--- config.mk ---
export PLATFORM = sky130hd
export DESIGN_NAME = qc_ldpc_encoder_controller
export DESIGN_NICKNAME = d
export VERILOG_FILES = /design/src/rtl/qc_ldpc_encoder_controller.sv
export SDC_FILE = /design/constraint.sdc
export NUM_CORES = 1
export LEC_CHECK = 0
export BUFFER_PORTS_ARGS = -buffer_cell sky130_fd_sc_hd__buf_2
export CORE_MARGIN = 2
export CORE_UTILIZATION = 40
export CTS_CLUSTER_DIAMETER = 150
export DETAILED_ROUTE_END_ITERATION = 6
export PLACE_DENSITY = 0.68
export RECOVER_POWER = 25
export SETUP_SLACK_MARGIN = 0.4
export SYNTH_ARGS = -nofsm -noshare
export SYNTH_HDL_FRONTEND = slang
export SYNTH_SLANG_ARGS = --single-unit
--- constraint.sdc ---
create_clock -name clk -period 2.2 [get_ports clk]
set_input_delay 0.33 -clock clk [delete_from_list [all_inputs] [get_ports clk]]
set_output_delay 0.33 -clock clk [all_outputs]
set_load 0.1 [all_outputs]
--- src/rtl/qc_ldpc_encoder_controller.sv ---
// Control stage for the QC-LDPC encoder data path: buffers one row block of message bits,
// sequences the SRAA load/accumulate steps per block and hands out the final parity vector.
module qc_ldpc_encoder_controller #(
  parameter int unsigned Z          = 32,
  parameter int unsigned NUM_BLOCKS = 3
) (
  input  logic         clk,
  input  logic         rst_n,
  input  logic         info_valid,
  output logic         info_ready,
  input  logic         info_in,
  input  logic [4:0]   counter_5bit_out,
  input  logic [1:0]   counter_2bit_out,
  input  logic [Z-1:0] generated_vector,
  output logic         clear_5bit_counter,
  output logic         clear_2bit_counter,
  output logic         increment_2bit_counter,
  output logic         load_SRAA_shift_reg,
  output logic         load_SRAA_reg,
  output logic         clear_SRAA,
  output logic         info_bit,
  output logic         parity_valid,
  input  logic         parity_ready,
  output logic [Z-1:0] parity_out,
  output logic         busy
);

  localparam int unsigned CntW = $clog2(Z);
  localparam logic [CntW-1:0] LastSlot  = CntW'(Z - 1);
  localparam logic [4:0]      LastRow   = 5'(Z - 1);
  localparam logic [1:0]      LastBlock = 2'(NUM_BLOCKS - 1);

  typedef enum logic [2:0] {StInit, StFill, StLoad, StAcc, StOut} state_e;

  state_e          state_q;
  logic [Z-1:0]    buf_q;
  logic [CntW-1:0] fill_cnt_q;

  logic last_row;
  assign last_row = (counter_5bit_out == LastRow);

  always_ff @(posedge clk or negedge rst_n) begin
    if (!rst_n) begin
      state_q    <= StInit;
      buf_q      <= '0;
      fill_cnt_q <= '0;
    end else begin
      unique case (state_q)
        StInit: state_q <= StFill;
        StFill: begin
          // info_ready is constant 1 here, so info_valid alone is the handshake
          if (info_valid) begin
            buf_q[fill_cnt_q] <= info_in;
            if (fill_cnt_q == LastSlot) begin
              fill_cnt_q <= '0;
              state_q    <= StLoad;
            end else begin
              fill_cnt_q <= fill_cnt_q + CntW'(1);
            end
          end
        end
        StLoad: state_q <= StAcc;
        StAcc: begin
          if (last_row) begin
            state_q <= (counter_2bit_out == LastBlock) ? StOut : StFill;
          end
        end
        StOut: begin
          if (parity_ready) begin
            state_q <= StInit;
          end
        end
        default: state_q <= StInit;
      endcase
    end
  end

  always_comb begin
    info_ready             = 1'b0;
    clear_5bit_counter     = 1'b0;
    clear_2bit_counter     = 1'b0;
    increment_2bit_counter = 1'b0;
    load_SRAA_shift_reg    = 1'b0;
    load_SRAA_reg          = 1'b0;
    clear_SRAA             = 1'b0;
    info_bit               = 1'b0;
    parity_valid           = 1'b0;
    unique case (state_q)
      StInit: begin
        clear_SRAA         = 1'b1;
        clear_2bit_counter = 1'b1;
        clear_5bit_counter = 1'b1;
      end
      StFill: begin
        info_ready         = 1'b1;
        clear_5bit_counter = 1'b1;
      end
      StLoad: begin
        load_SRAA_shift_reg = 1'b1;
        clear_5bit_counter  = 1'b1;
      end
      StAcc: begin
        // The row counter was cleared in LOAD, so it doubles as the buffer slot index
        load_SRAA_reg          = 1'b1;
        info_bit               = buf_q[counter_5bit_out];
        increment_2bit_counter = last_row && (counter_2bit_out != LastBlock);
      end
      StOut: begin
        parity_valid       = 1'b1;
        clear_5bit_counter = 1'b1;
      end
      default: begin
        clear_SRAA         = 1'b1;
        clear_2bit_counter = 1'b1;
        clear_5bit_counter = 1'b1;
      end
    endcase
  end

  assign busy       = !((state_q == StFill) && (fill_cnt_q == '0));
  assign parity_out = generated_vector;

endmodule
==> impl_metrics.yaml <==
final_layout:
  drive_gt1_share_pct: 44.7
  insertedDiodeCount: 0
  final_cells: 303
  final_common_cell: "nand2_1"
  syn2layout_area_growth_pct: 11.5
  final_cell_mix: "nand2_1 (40), dfrtp_1 (35), mux2_2 (33)"
  num-fill-cells: 523
  nets: 276
timing:
  max_freq_mhz: 417
  final.setup.tns_ps: -197
  setup_viol: 1
  whs_ps: 214
  layout_min_cycle_time_ps: 2400
  skew_ps: 10.9
  slew_viol_final: 0
  rsz0062_at_grt: "true"
  worst_pin_slew_ps: 500
  hold_viol: 0
  slew_headroom_pct: 66.6
  worst_slack_ps: -197
  post-route-period-util_pct: 109
drt:
  viasPerCell: 5.36
  drt-initial-drc-count: 69
  ant_nets: 0
  drt_wl_total_mm: 4.88
  drc_errors: 0
  drt_first_pass_iters: 6
  via_count: 1623
  route.detailed.wl_per_inst_um: 16.1
pwr:
  seqPwrFrac_pct: 40.4
  power_frac_comb_pct: 40.1
  power_density_nw_per_um2: 1110
  total_leakage_power_nw: 1.25
  vdd_drop_max_v: 0.000681
  power_switching_w: 0.00115
  p_clk_share_pct: 19.5
  total_power_w: 0.00306
  power_switching_share_pct: 37.5
  p_int_w: 0.00191
global_route:
  grt_use_total_pct: 15.2
  use_met1_pct: 19.0
  antenna_found_initial: 0
  grt_pass1_vias: 1612
  grt_overflow: 0
  grt_pass1_wl_mm: 7.69
  grt_busiest_layer: "met2"
  grt_use_met2_pct: 26.0
  grt_use_met3_pct: 3.59
  grt_max_degree: 33
synth:
  postSynth.asyncResetShare_pct: 100
  ys.flop_type: "dfrtp_1"
  avgSynthCellArea_um2: 10.7
  synth-warning-count: 0
  ys_seq_elements: 40
  synth_nets: 279
  synth-edff-count: 0
  yosysUniqueCellTypes: 32
  yosysSeqAreaShare_pct: 40.7
  syn-instance-count: 230
  synth_area_um2: 2460
floorplan:
  die_h_um: 82.4
  pin_count: 86
  placementRows: 28
  core-area_um2: 5920
  initial_core_util_pct: 41.6
  die-area_um2: 6800
  die_x_um: 82.4
setup_path:
  crit_arrival_ps: 2070
  cp_max_fo: 2
  max_stage_delay_ps: 490
  cp_top_family: "multiplexers"
  crit_path_cell_trace: "mux4_2 -> mux4_2 -> o22ai_2 -> nor3_4 -> buf_12"
  critPathLaunchType: "flip-flop"
  critPathSlowestCell: "mux4_2"
  crit_required_ps: 1870
  crit_buf_inv: 1
  cp-end-kind: "primary output"
  worst_path_most_repeated_cell: "mux4_2"
  setup.worst_path.class: "flip-flop to primary output"
clocking:
  root_buffer: "clkbuf_8"
  clkTransAtPathRegs_ps: 80
  clockBufferDepth: 2
  cts_tree: "yes"
  clock_sinks: 40
  clock_latency_ps: 300
  cts_max_level: 2
  numCtsBuffers: 5
place:
  dp.cells: 288
  io_buffers: 21
  place_congestion: 0.779
  dp_hpwl_mm: 3.47
job:
  maxCapViolCount: 0
min_path:
  hp-class: "input port to flip-flop"
run_status:
  outcome: "complete, but fails checks"
  violations: "setup timing"
[layout make-up]
type	instances	area, um^2	share of cell area [%]
clock inverters	3	42.5	1.55
inverters	7	26.3	0.958
well taps	75	93.8	3.42
clock buffers	5	68.8	2.51
repair buffers	36	315	11.5
flip-flops and latches	40	1010	36.7
multi-input cells	137	1190	43.4
[final timing paths]
path	startpoint	endpoint	slack, ps	cells after the start
min	parity_ready	state_q[2]	210	2
max in group asynchronous	rst_n	state_q[1]	1190	3
min reg2reg	buf_q[6]	buf_q[6]	510	1
max	buf_q[31]	info_bit	-200	5
max reg2reg	state_q[1]	buf_q[20]	470	4
min in group asynchronous	rst_n	buf_q[19]	450	2
[metal layers]
metal | vias up | share of wire, %
met5 | - | 0
met4 | 0 | 1.1
met3 | 8 | 5.1
met2 | 46 | 50
met1 | 821 | 44
li1 | 748 | -
[sequential cells by signal (all words and copies together) (netlist names)]
| name | count |
|---|---|
| state_q | 3 |
| buf_q | 32 |
| fill_cnt_q | 5 |
[metrics by stage]
| step | instance area (um^2) | util (%) | setup slack (ps) |
|---|---|---|---|
| after floorplan | 2510 | - | -744 |
| after global placement | 2470 | 41.7 | -284 |
| after detailed placement | 2470 | 41.7 | -286 |
| after CTS | 2690 | 45.5 | -238 |
| after global routing | 2740 | 46.3 | -253 |
| final | 2740 | 46.3 | -197 |
[what timing repair did]
action                                 in CTS  in global routing
endpoints found under the hold margin      11                  0
setup endpoints to repair                  15                 16
pin swaps                                   2                  2
setup buffers                               5                  1
gates resized for setup                    31                 10
cloned                                      0                  0
hold buffers                                1                  0
[kinds of logic (layout without fill, tap and decap cells)]
family                     after synthesis  in the layout  share of synthesized area (%)
AOI/OAI and AO/OA                       11             11                           2.34
DFF                                     40             40                           40.7
buffers and inverters                   53             51                           13.5
xor gates and xnor gates                 1              1                          0.356
adders and majority gates                5              5                           2.54
muxes                                   43             43                           25.0
and+or+nand+nor                         77             77                           15.6
[worst reg2reg max path, cell delays in order, from the launching register on]
cell      delay, ps
dfrtp_2         480
and4bb_2        400
and2_1          350
nand2_1         120
mux2_2          280
[Yosys cell counts, types with 3 or more instances]
library cell,number,area [um^2]
ha_1,5,62.6
nand2_1,40,150
and2_1,4,25.0
a21oi_1,4,20.0
dfrtp_1,40,1000
clkbuf_1,10,37.5
nor3b_1,4,30.0
inv_1,7,26.3
nand3b_1,3,22.5
nor2_1,6,22.5
mux2_2,33,372
buf_4,33,248
mux4_1,8,210
o21ai_0,5,25.0
nor3_1,6,30.0
[power by group through the flow]
stage	Sequential, W	Combinational [W]	Clock (W)
2_1_floorplan	0.00110	0.00123	0
3_3_place_gp	0.00122	0.00106	0
3_5_place_dp	0.00124	0.00109	0
4_1_cts	0.00123	0.00120	0.000618
5_1_grt	0.00127	0.00132	0.000635
6_report	0.00124	0.00122	0.000596
Note: power is estimated with default switching activity, not from simulation.
